--- src/rtl/pipeline_stall_ctrl.sv ---
// Hazard/stall sequencer for the 5-stage MIPS pipeline: load-use, taken-branch flush, multi-cycle memory wait.
// Optional STALL_PERF_CNT_EN builds the saturating stall_cycles counter; otherwise stall_cycles is tied to 0.
module pipeline_stall_ctrl #(
  parameter int unsigned MEM_TIMEOUT = 16,
  parameter int unsigned CNT_W       = 32
) (
  input  logic             clk,
  input  logic             reset,
  input  logic             ID_EX_MemRead,
  input  logic [4:0]       ID_EX_WriteRegister,
  input  logic [4:0]       IF_ID_rs,
  input  logic [4:0]       IF_ID_rt,
  input  logic             branch_taken,
  input  logic             mem_req,
  input  logic             mem_ready,
  output logic             PC_write,
  output logic             IF_ID_write,
  output logic             IF_ID_flush,
  output logic             ID_EX_flush,
  output logic             EX_MEM_hold,
  output logic             MEM_WB_bubble,
  output logic             mem_timeout,
  output logic [CNT_W-1:0] stall_cycles
);

  localparam int unsigned       WAIT_W       = $clog2(MEM_TIMEOUT);
  localparam logic [WAIT_W-1:0] TIMEOUT_LAST = WAIT_W'(MEM_TIMEOUT - 1);

  localparam logic [0:0] ST_RUN      = 1'b0;
  localparam logic [0:0] ST_MEM_WAIT = 1'b1;

  logic [0:0]        r_state;
  logic [0:0]        w_next_state;
  logic [WAIT_W-1:0] r_wait_cnt;
  logic [WAIT_W-1:0] w_next_wait_cnt;
  logic              w_mem_stall;
  logic              w_timeout;
  logic              w_load_use;

  assign w_load_use = ID_EX_MemRead && (ID_EX_WriteRegister != 5'd0) &&
                      ((ID_EX_WriteRegister == IF_ID_rs) || (ID_EX_WriteRegister == IF_ID_rt));

  // State and wait counter
  always_ff @(posedge clk or posedge reset) begin
    if (reset) begin
      r_state    <= ST_RUN;
      r_wait_cnt <= '0;
    end else begin
      r_state    <= w_next_state;
      r_wait_cnt <= w_next_wait_cnt;
    end
  end

  // Next state and Mealy controls; mem stall outranks branch, branch outranks load-use
  always_comb begin
    w_next_state    = r_state;
    w_next_wait_cnt = r_wait_cnt;
    w_mem_stall     = 1'b0;
    w_timeout       = 1'b0;
    PC_write        = 1'b1;
    IF_ID_write     = 1'b1;
    IF_ID_flush     = 1'b0;
    ID_EX_flush     = 1'b0;
    EX_MEM_hold     = 1'b0;
    MEM_WB_bubble   = 1'b0;

    case (r_state)
      ST_RUN: begin
        if (mem_req && !mem_ready) begin
          w_mem_stall     = 1'b1;
          w_next_state    = ST_MEM_WAIT;
          w_next_wait_cnt = '0;
        end
      end
      ST_MEM_WAIT: begin
        if (mem_ready) begin
          w_next_state = ST_RUN;
        end else if (r_wait_cnt == TIMEOUT_LAST) begin
          // forced release: the stall drops this cycle
          w_timeout    = 1'b1;
          w_next_state = ST_RUN;
        end else begin
          w_mem_stall     = 1'b1;
          w_next_wait_cnt = r_wait_cnt + 1'b1;
        end
      end
      default: w_next_state = ST_RUN;
    endcase

    if (w_mem_stall) begin
      PC_write      = 1'b0;
      IF_ID_write   = 1'b0;
      EX_MEM_hold   = 1'b1;
      MEM_WB_bubble = 1'b1;
    end else if (branch_taken) begin
      IF_ID_flush = 1'b1;
      ID_EX_flush = 1'b1;
    end else if (w_load_use) begin
      PC_write    = 1'b0;
      IF_ID_write = 1'b0;
      ID_EX_flush = 1'b1;
    end
  end

  assign mem_timeout = w_timeout;

`ifdef STALL_PERF_CNT_EN
  logic [CNT_W-1:0] r_stall_cnt;

  // Saturating count of cycles in which the PC is frozen
  always_ff @(posedge clk or posedge reset) begin
    if (reset) begin
      r_stall_cnt <= '0;
    end else if (!PC_write && (r_stall_cnt != '1)) begin
      r_stall_cnt <= r_stall_cnt + 1'b1;
    end
  end

  assign stall_cycles = r_stall_cnt;
`else
  assign stall_cycles = '0;
`endif

endmodule

--- config.mk ---
export PLATFORM = sky130hd
export DESIGN_NAME = pipeline_stall_ctrl
export DESIGN_NICKNAME = d
export VERILOG_FILES = /design/src/rtl/pipeline_stall_ctrl.sv
export SDC_FILE = /design/constraint.sdc
export NUM_CORES = 1
export LEC_CHECK = 0
export ABC_AREA = 1
export BUFFER_PORTS_ARGS = -buffer_cell sky130_fd_sc_hd__buf_2
export CAP_MARGIN = 20
export CORE_MARGIN = 1
export CORE_UTILIZATION = 39
export CTS_CLUSTER_SIZE = 8
export DETAILED_ROUTE_END_ITERATION = 16
export PLACE_DENSITY = 0.81
export SETUP_SLACK_MARGIN = 0.02
export SYNTH_ARGS = -nofsm -noshare
export SYNTH_HDL_FRONTEND = slang
export SYNTH_SLANG_ARGS = --single-unit
--- constraint.sdc ---
create_clock -name clk -period 1.65 [get_ports clk]
set_clock_uncertainty 0.1 [all_clocks]
set_input_delay 0.165 -clock clk [delete_from_list [all_inputs] [get_ports clk]]
set_output_delay 0.165 -clock clk [all_outputs]
set_load 0.05 [all_outputs]
==> results.sh, run 1 <==
export IMPL_synth_compound_area_share_pct=3.17
export IMPL_min_from="mem_req"
export IMPL_clockBufferDepth=2
export IMPL_diodes=0
export IMPL_dp_hpwl_um=1140
export IMPL_clockRootBuffer="clkbuf_4"
export IMPL_hold_depth=4
export IMPL_yosysTopAreaCell="buf_4"
export IMPL_syn_area_per_cell_um2=6.36
export IMPL_crit_family="simple AND/OR/NAND/NOR gates"
export IMPL_dieHeight_um=45.9
export IMPL_syn_area_um2=751
export IMPL_synth_top_family_by_area="buffers and inverters"
export IMPL_first_global_vias=566
export IMPL_final_cell_mix="conb_1, nand2_1, buf_2, inv_1, nor2_1"
export IMPL_syn_inst=118
export IMPL_cp_num_buf_inv=2
export IMPL_leakage_nw=0.608
export IMPL_synth_enable_flop_cells=0
export IMPL_grt_usage_pct=13.9
export IMPL_layout_nets=177
export IMPL_synth_seq_area_share_pct=16.7
export IMPL_cts_tree="built"
export IMPL_h_tree_depth=1
export IMPL_cts_buffers=3
export IMPL_max_stage_delay_ns=0.40
export IMPL_finalHoldViolCount=0
export IMPL_failed_checks="setup timing"
export IMPL_min_to="r_wait_cnt[2]"
export IMPL_drt_iter0_drc=9
export IMPL_drv_cap=0
export IMPL_path_class="flip-flop to output pin"
export IMPL_synth_area_leaders="buf_4, dfrtp_1, nand2_1"
export IMPL_die_w_um=45.9
export IMPL_r2r_start="r_wait_cnt[0]"
export IMPL_ys_flop_type="dfrtp_1"
export IMPL_synth_top_area_share_pct=34.0
export IMPL_ys_seq_elements=5
export IMPL_async_flop_share_pct=100
export IMPL_initial_core_util_pct=42.6
export IMPL_reg2reg_to="r_wait_cnt[1]"
export IMPL_yosys_area_share_simple_pct=29.7
export IMPL_p_total_mw=0.888
export IMPL_synth_xor_area_share_pct=3.50
export IMPL_fin_setup_tns_ns=-0.243
export IMPL_final_seq_area_um2=125
export IMPL_multi_input_area_um2=494
export IMPL_clkTransAtPathRegs_ns=0.05
export IMPL_muxShareOfSynthArea_pct=0
export IMPL_nFillCells=183
export IMPL_cp_end_kind="output pin"
export IMPL_numPortBuffers=27
export IMPL_cpMostUsedCell="nand3_4"
export IMPL_clock_fmax_mhz=583
export IMPL_area_growth_pct=34.0
export IMPL_cp_required_ns=1.38
export IMPL_routabilityCongestion=0.780
export IMPL_crit_path_top_delay_cell="dfrtp_1"
export IMPL_wire_per_inst_um=7.92
export IMPL_crit_fanout=4
export IMPL_via_count=683
export IMPL_min_period_ns=1.72
export IMPL_synthAdderAreaFrac_pct=1.67
export IMPL_fp_row_count=15
export IMPL_reg2reg_depth=7
export IMPL_antenna_left=0
export IMPL_synth_cell_types=22
export IMPL_final_common_cell="conb_1"
export IMPL_finalWorstSetupSlack_ns=-0.0666
export IMPL_grt_overflow_total=0
export IMPL_ios=60
export IMPL_antenna_found_initial=0
export IMPL_power_density_nw_per_um2=883
export IMPL_cp_arrival_ns=1.45
export IMPL_worstSetupStartpointType="flip-flop"
export IMPL_drive_above_1_share_pct=38.3
export IMPL_core_um2=1760
export IMPL_rrSetupSlack_ns=0.23
export IMPL_clock_sinks=5
export IMPL_grt_max_degree=6
export IMPL_synth_warnings=0
export IMPL_slew_viol_final=0
export IMPL_rsz0062_at_grt="yes"
export IMPL_wirelength_um=1420
export IMPL_dr_pass1_iters=4
export IMPL_crit_chain="ha_4 -> nand3_4 -> nand3_4 -> nand2_8 -> inv_6 -> nand2_2 -> nand2_4 -> buf_8"
export IMPL_hp_class="input port to flip-flop"
export IMPL_die_area_um2=2100
export IMPL_vdd_drop_max_mv=0.439
export IMPL_grt_first_pass_wirelength_um=2130
export IMPL_drc_errors=0
export IMPL_outcome="complete, but fails checks"
export IMPL_finalCritPeriodShare_pct=104
export IMPL_vias_per_cell=3.82
export IMPL_insertion_delay_ns=0.25
export IMPL_setup_viol=4
## worst register-to-register path: cells and delay by family, from the launching register on
family	cells	cell delay, ns
AO/OA/AOI/OAI	1	0.17
buffers and inverters	2	0.17
adder cells (fa/ha/maj)	1	0.18
flip-flops	1	0.40
AND/OR/NAND/NOR	3	0.28
## Yosys cell counts (2+ instances only)
library cell and number:
dfrtp_1 5, nand3_2 2, inv_2 6, nor2_1 8
nand2_2 2, nand3_1 5, nand2_1 27, buf_4 34
inv_1 13, a21oi_1 2, xnor2_1 3
## flip-flops by register name, summed over array words and instances, names as in the netlist
register,cells
r_wait_cnt,4
r_state,1
## logic make-up after synthesis
kind of cell             Yosys count
adder cells (fa/ha/maj)            1
flip-flops                         5
AND/OR/NAND/NOR                   49
other                              1
XOR/XNOR                           3
AO/OA/AOI/OAI                      4
buffers and inverters             55
## metrics by stage
step                cells  area [um2]  util [%]  hold slack, ns  setup WS (ns)
CTS                   179         955      54.1           0.249         -0.106
finish                179        1010      57.0           0.238        -0.0666
global route          179        1010      57.0           0.265         -0.138
global placement      168         821      46.5         -0.0289         0.0605
floorplan             149         902         -          -0.156         -0.161
detailed placement    168         821      46.5         -0.0352       -0.00678
## final cells by class
type,count,area share [%]
multi-input cells,89,49.1
repair buffers,35,23.9
flip-flops and latches,5,12.4
inverters,21,8.71
well taps,25,3.11
clock buffers,3,2.24
clock inverters,1,0.498
## power by group
| part | internal (mW) | total (mW) | switching, mW |
|---|---|---|---|
| clock | 0.0880 | 0.146 | 0.0577 |
| combinational | 0.186 | 0.546 | 0.360 |
| sequential | 0.158 | 0.197 | 0.0393 |
| total | 0.431 | 0.888 | 0.457 |
## routing by layer
metal / routed length [um] / GRT usage (%) / up-vias
met5: 0 / 0 / -
met4: 0 / 3.53 / 0
met3: 93 / 5.56 / 0
met2: 813 / 24.5 / 26
met1: 510 / 15.3 / 298
li1: - / - / 359
## timing repair
item,4_1_cts,5_1_grt
buffers inserted,6,0
gates resized for setup,14,10
setup endpoints to repair,7,7
pin swaps,4,3
gates cloned,0,0
hold buffers,1,0
endpoints found under the hold margin,5,0
## how the worst max path moves through the flow
| stage | from | to | slack, ns | cells after the start |
|---|---|---|---|---|
| floorplan | r_wait_cnt[0] | PC_write | -0.16 | 8 |
| global placement | r_wait_cnt[1] | PC_write | 0.06 | 8 |
| detailed placement | r_wait_cnt[1] | PC_write | -0.007 | 8 |
| CTS | r_wait_cnt[1] | PC_write | -0.11 | 8 |
| global route | r_wait_cnt[1] | IF_ID_flush | -0.14 | 8 |
| finish | r_wait_cnt[0] | IF_ID_write | -0.07 | 8 |
No activity file was read; power rests on OpenSTA's default activity.
==> run 2: changes to the inputs <==
--- a/config.mk
+++ b/config.mk
@@ -9,10 +9,10 @@
 export BUFFER_PORTS_ARGS = -buffer_cell sky130_fd_sc_hd__buf_2
 export CAP_MARGIN = 20
 export CORE_MARGIN = 1
-export CORE_UTILIZATION = 39
+export CORE_UTILIZATION = 42
 export CTS_CLUSTER_SIZE = 8
 export DETAILED_ROUTE_END_ITERATION = 16
-export PLACE_DENSITY = 0.81
+export PLACE_DENSITY = 0.86
 export SETUP_SLACK_MARGIN = 0.02
 export SYNTH_ARGS = -nofsm -noshare
 export SYNTH_HDL_FRONTEND = slang
==> constraint.sdc (replaced) <==
create_clock -name clk -period 2.2 [get_ports clk]
set_clock_uncertainty 0.1 [all_clocks]
set_input_delay 0.22 -clock clk [delete_from_list [all_inputs] [get_ports clk]]
set_output_delay 0.22 -clock clk [all_outputs]
set_load 0.05 [all_outputs]
==> results.sh, run 2 (synthesis results as in run 1) <==
export IMPL_wirelength_um=1280
export IMPL_failed_checks="DRC"
export IMPL_final_common_cell="conb_1"
export IMPL_fp_row_count=14
export IMPL_h_tree_depth=1
export IMPL_rsz0062_at_grt="no"
export IMPL_max_stage_delay_ns=0.39
export IMPL_clock_fmax_mhz=508
export IMPL_vias_per_cell=3.83
export IMPL_dp_hpwl_um=1090
export IMPL_hold_slack_ns=0.251
export IMPL_grt_max_degree=6
export IMPL_dieHeight_um=44.3
export IMPL_pwr_share_comb_pct=54.1
export IMPL_dr_pass1_iters=10
export IMPL_cp_required_ns=1.88
export IMPL_core_um2=1590
export IMPL_internal_power_mw=0.253
export IMPL_rrSetupSlack_ns=0.75
export IMPL_top_register="r_wait_cnt"
export IMPL_crit_path_top_delay_cell="dfrtp_1"
export IMPL_antenna_found_initial=0
export IMPL_reg2reg_to="r_wait_cnt[1]"
export IMPL_routabilityCongestion=0.798
export IMPL_insertion_delay_ns=0.25
export IMPL_grt_first_pass_wirelength_um=2150
export IMPL_final_util_pct=51.0
export IMPL_crit_family="simple AND/OR/NAND/NOR gates"
export IMPL_ios=60
export IMPL_grt_overflow_total=0
export IMPL_initial_core_util_pct=47.1
export IMPL_power_density_nw_per_um2=678
export IMPL_p_sw_mw=0.299
export IMPL_crit_chain="ha_1 -> nand3_2 -> nand3_2 -> nand2_2 -> inv_4 -> nand2_2 -> nand2_1 -> buf_2"
export IMPL_crit_fanout=5
export IMPL_outcome="complete, but fails checks"
export IMPL_via_count=655
export IMPL_pwr_share_seq_pct=26.0
export IMPL_final_cells=171
export IMPL_grt_usage_pct=14.9
export IMPL_drv_cap=0
export IMPL_multi_input_area_um2=405
export IMPL_cts_tree="built"
export IMPL_diodes=0
export IMPL_die_area_um2=1960
export IMPL_min_from="mem_req"
export IMPL_reg2reg_depth=6
export IMPL_layout_nets=170
export IMPL_final_seq_area_um2=125
export IMPL_largestRegisters="r_wait_cnt: 4 flops, r_state: 1 flops"
export IMPL_drc_errors=1
export IMPL_clock_sinks=5
export IMPL_cts_buffers=3
export IMPL_leakage_nw=0.546
export IMPL_min_to="r_wait_cnt[2]"
export IMPL_antenna_left=0
export IMPL_hp_class="input port to flip-flop"
export IMPL_vdd_drop_max_mv=0.357
export IMPL_switching_share_pct=54.2
export IMPL_cp_arrival_ns=1.65
export IMPL_finalHoldViolCount=0
export IMPL_clkTransAtPathRegs_ns=0.05
export IMPL_nFillCells=161
export IMPL_clockRootBuffer="clkbuf_4"
export IMPL_hold_depth=4
export IMPL_largest_reg_flops=4
export IMPL_slew_viol_final=0
export IMPL_placed_cells=166
export IMPL_drt_iter0_drc=7
export IMPL_fin_setup_tns_ns=0
export IMPL_numPortBuffers=27
export IMPL_r2r_start="r_wait_cnt[0]"
export IMPL_startpoint="r_wait_cnt[0]"
export IMPL_die_w_um=44.3
export IMPL_area_growth_pct=8.33
export IMPL_finalCritPeriodShare_pct=89.4
export IMPL_p_clk_share_pct=19.9
export IMPL_worstSetupStartpointType="flip-flop"
export IMPL_drive_above_1_share_pct=29.3
export IMPL_min_period_ns=1.97
export IMPL_post_cts_buffers=0
export IMPL_final_cell_mix="conb_1, nand2_1, buf_2, inv_1, nor2_1"
export IMPL_cp_num_buf_inv=2
export IMPL_wire_per_inst_um=7.49
export IMPL_first_global_vias=542
export IMPL_path_class="flip-flop to output pin"
export IMPL_p_total_mw=0.551
export IMPL_cp_end_kind="output pin"
export IMPL_clockBufferDepth=2
export IMPL_setup_viol=0
==> run 2: cell count changes in the layout (fill, tap and decap cells not counted), moves of 3 or more <==
cell and change:
buf_2 +5, nand2_1 +3, buf_8 -3, buf_4 -7
==> run 2: layer usage <==
layer / routed length [um] / vias to the layer above / share of wire [%] / GRT usage, %
met5: 0 / - / 0 / 0
met4: 10 / 0 / 0.78 / 6.67
met3: 99 / 2 / 7.7 / 4.90
met2: 629 / 33 / 49 / 26.2
met1: 540 / 275 / 42 / 16.3
li1: - / 345 / - / -
==> run 2: area by class of cell <==
type	count	area share (%)
clock buffer	4	3.23
tap	24	3.69
timing repair buffer	28	17.8
sequential	5	15.4
multi-input combinational	89	49.8
inverter	21	10.0
==> run 2: worst register-to-register path: cells and delay by family (launching register included) <==
| family | cells | cell delay [ns] |
|---|---|---|
| flops | 1 | 0.40 |
| simple gates | 3 | 0.34 |
| fa+ha+maj | 1 | 0.24 |
| compound gates | 1 | 0.18 |
| buf+inv | 1 | 0.06 |
==> run 2: power by group through the flow <==
stage | sequential (mW) | clock (mW) | combinational [mW]
after floorplan | 0.139 | 0 | 0.299
after global placement | 0.142 | 0 | 0.292
after detailed placement | 0.145 | 0 | 0.297
after CTS | 0.143 | 0.116 | 0.299
after global routing | 0.148 | 0.125 | 0.321
final | 0.143 | 0.110 | 0.298
==> run 2: how the worst max path moves through the flow <==
stage                             end  slack [ns]  depth (start not counted)
after global placement       PC_write        0.55                          8
after floorplan              PC_write        0.04                          8
final                        PC_write        0.23                          8
after detailed placement  ID_EX_flush        0.49                          8
after global routing      ID_EX_flush        0.08                          8
after CTS                 ID_EX_flush        0.22                          8
==> run 2: through the flow <==
step / setup WS, ns / instance area (um2)
global placement: 0.554 / 777
finish: 0.233 / 813
floorplan: 0.0430 / 867
detailed placement: 0.489 / 777
CTS: 0.217 / 813
global route: 0.0770 / 813
==> run 2: repair_timing <==
item,CTS,global route
resized for setup,0,0
hold buffers,1,0
hold endpoints to repair,5,0
==> run 3: changes to the inputs <==
--- a/config.mk
+++ b/config.mk
@@ -8,11 +8,11 @@
 export ABC_AREA = 1
 export BUFFER_PORTS_ARGS = -buffer_cell sky130_fd_sc_hd__buf_2
 export CAP_MARGIN = 20
-export CORE_MARGIN = 1
+export CORE_MARGIN = 2
 export CORE_UTILIZATION = 42
 export CTS_CLUSTER_SIZE = 8
 export DETAILED_ROUTE_END_ITERATION = 16
-export PLACE_DENSITY = 0.86
+export PLACE_DENSITY = 0.84
 export SETUP_SLACK_MARGIN = 0.02
 export SYNTH_ARGS = -nofsm -noshare
 export SYNTH_HDL_FRONTEND = slang
==> results.sh, run 3 (synthesis results as in run 1) <==
export IMPL_pwr_share_comb_pct=54.0
export IMPL_finalHoldViolCount=0
export IMPL_drive_above_1_share_pct=29.9
export IMPL_ctsHoldBuffers=1
export IMPL_switching_share_pct=54.6
export IMPL_path_class="flip-flop to output pin"
export IMPL_crit_family="simple AND/OR/NAND/NOR gates"
export IMPL_finalCritPeriodShare_pct=89.4
export IMPL_top_register="r_wait_cnt"
export IMPL_grt_first_pass_wirelength_um=1930
export IMPL_worstSetupStartpointType="flip-flop"
export IMPL_grt_usage_pct=12.5
export IMPL_ios=60
export IMPL_cts_repair_resized=0
export IMPL_cp_end_kind="output pin"
export IMPL_crit_fanout=5
export IMPL_clock_fmax_mhz=509
export IMPL_outcome="finished clean"
export IMPL_min_period_ns=1.97
export IMPL_rsz0062_at_grt="no"
export IMPL_cts_tree="built"
export IMPL_die_w_um=46.3
export IMPL_finalWorstSetupSlack_ns=0.234
export IMPL_clockRootBuffer="clkbuf_4"
export IMPL_wire_per_inst_um=7.05
export IMPL_cp_num_buf_inv=2
export IMPL_routabilityCongestion=0.770
export IMPL_setup_viol=0
export IMPL_post_cts_buffers=0
export IMPL_pwr_share_seq_pct=25.8
export IMPL_clock_sinks=5
export IMPL_cts_buffers=3
export IMPL_max_stage_delay_ns=0.38
export IMPL_largestRegisters="r_wait_cnt: 4 flops, r_state: 1 flops"
export IMPL_cp_arrival_ns=1.65
export IMPL_dr_pass1_iters=4
export IMPL_clkTransAtPathRegs_ns=0.05
export IMPL_hp_class="input port to flip-flop"
export IMPL_die_area_um2=2140
export IMPL_internal_power_mw=0.250
export IMPL_final_common_cell="conb_1"
export IMPL_antenna_left=0
export IMPL_via_count=645
export IMPL_diodes=0
export IMPL_slew_viol_final=0
export IMPL_initial_core_util_pct=44.0
export IMPL_clockBufferDepth=2
export IMPL_vias_per_cell=3.75
export IMPL_largest_reg_flops=4
export IMPL_drv_cap=0
export IMPL_grt_overflow_total=0
export IMPL_numPortBuffers=27
export IMPL_antenna_found_initial=0
export IMPL_vdd_drop_max_mv=0.327
export IMPL_p_sw_mw=0.300
export IMPL_layout_nets=170
export IMPL_drc_errors=0
export IMPL_drt_iter0_drc=10
export IMPL_area_growth_pct=8.67
export IMPL_h_tree_depth=1
export IMPL_leakage_nw=0.549
export IMPL_crit_path_top_delay_cell="dfrtp_1"
export IMPL_place_ws_ns=0.504
export IMPL_fin_setup_tns_ns=0
export IMPL_final_cell_mix="conb_1, nand2_1, buf_2, inv_1, nor2_1"
export IMPL_power_density_nw_per_um2=674
export IMPL_insertion_delay_ns=0.25
export IMPL_core_um2=1710
export IMPL_fp_row_count=15
export IMPL_first_global_vias=530
export IMPL_grt_max_degree=6
export IMPL_cp_required_ns=1.88
export IMPL_dieHeight_um=46.3
export IMPL_dp_hpwl_um=1080
export IMPL_p_clk_share_pct=20.1
export IMPL_crit_chain="ha_1 -> nand3_2 -> nand3_2 -> nand2_2 -> inv_4 -> nand2_2 -> nand2_1 -> buf_2"
export IMPL_wirelength_um=1210
[run 3: power by group through the flow]
| stage | clock, mW | combinational (mW) | sequential (mW) |
|---|---|---|---|
| after floorplan | 0 | 0.299 | 0.139 |
| after global placement | 0 | 0.292 | 0.142 |
| after detailed placement | 0 | 0.295 | 0.143 |
| after CTS | 0.113 | 0.297 | 0.142 |
| after global routing | 0.120 | 0.320 | 0.146 |
| final | 0.111 | 0.297 | 0.142 |
[run 3: per-layer routing]
metal | global-route usage [%] | part of all wire, % | up-vias
met5 | 0 | 0 | -
met4 | 3.43 | 0 | 0
met3 | 4.71 | 10 | 0
met2 | 21.9 | 49 | 33
met1 | 13.9 | 40 | 268
li1 | - | - | 344
[run 3: worst register-to-register path: stages, from the launching register on]
cell and delay (ns):
dfrtp_1 0.40, ha_1 0.24, nand3_2 0.09, nand3_2 0.10
nand2_2 0.14, inv_4 0.05, a22o_1 0.18
[run 3: area by class of cell]
type / count / area, um2
Clock buffer: 3 / 22.5
Multi-Input combinational cell: 89 / 405
Tap cell: 25 / 31.3
Sequential cell: 5 / 125
Fill cell: 182 / 892
Clock inverter: 1 / 5.00
Timing Repair Buffer: 28 / 145
Inverter: 21 / 81.3
[run 3: path summary, 6_finish.rpt]
| kind | from | endpoint | slack [ns] | depth (start not counted) |
|---|---|---|---|---|
| min in group asynchronous | reset | r_wait_cnt[3] | 0.30 | 3 |
| max in group asynchronous | reset | r_wait_cnt[2] | 1.53 | 3 |
| hold reg to reg | r_wait_cnt[0] | r_wait_cnt[0] | 0.41 | 1 |
| setup reg to reg | r_wait_cnt[0] | r_wait_cnt[1] | 0.77 | 6 |
| hold / removal | mem_req | r_state | 0.26 | 3 |
| setup / recovery | r_wait_cnt[0] | IF_ID_write | 0.23 | 8 |
[run 3: metrics by stage]
stage	utilization (%)	hold slack (ns)	instance area (um2)	total power, mW	std cells
global route	47.8	0.265	816	0.587	172
CTS	47.8	0.248	816	0.552	172
finish	47.8	0.256	816	0.550	172
detailed placement	45.6	0.0253	778	0.438	167
floorplan	-	-0.101	867	0.437	149
global placement	45.6	0.0267	778	0.434	167
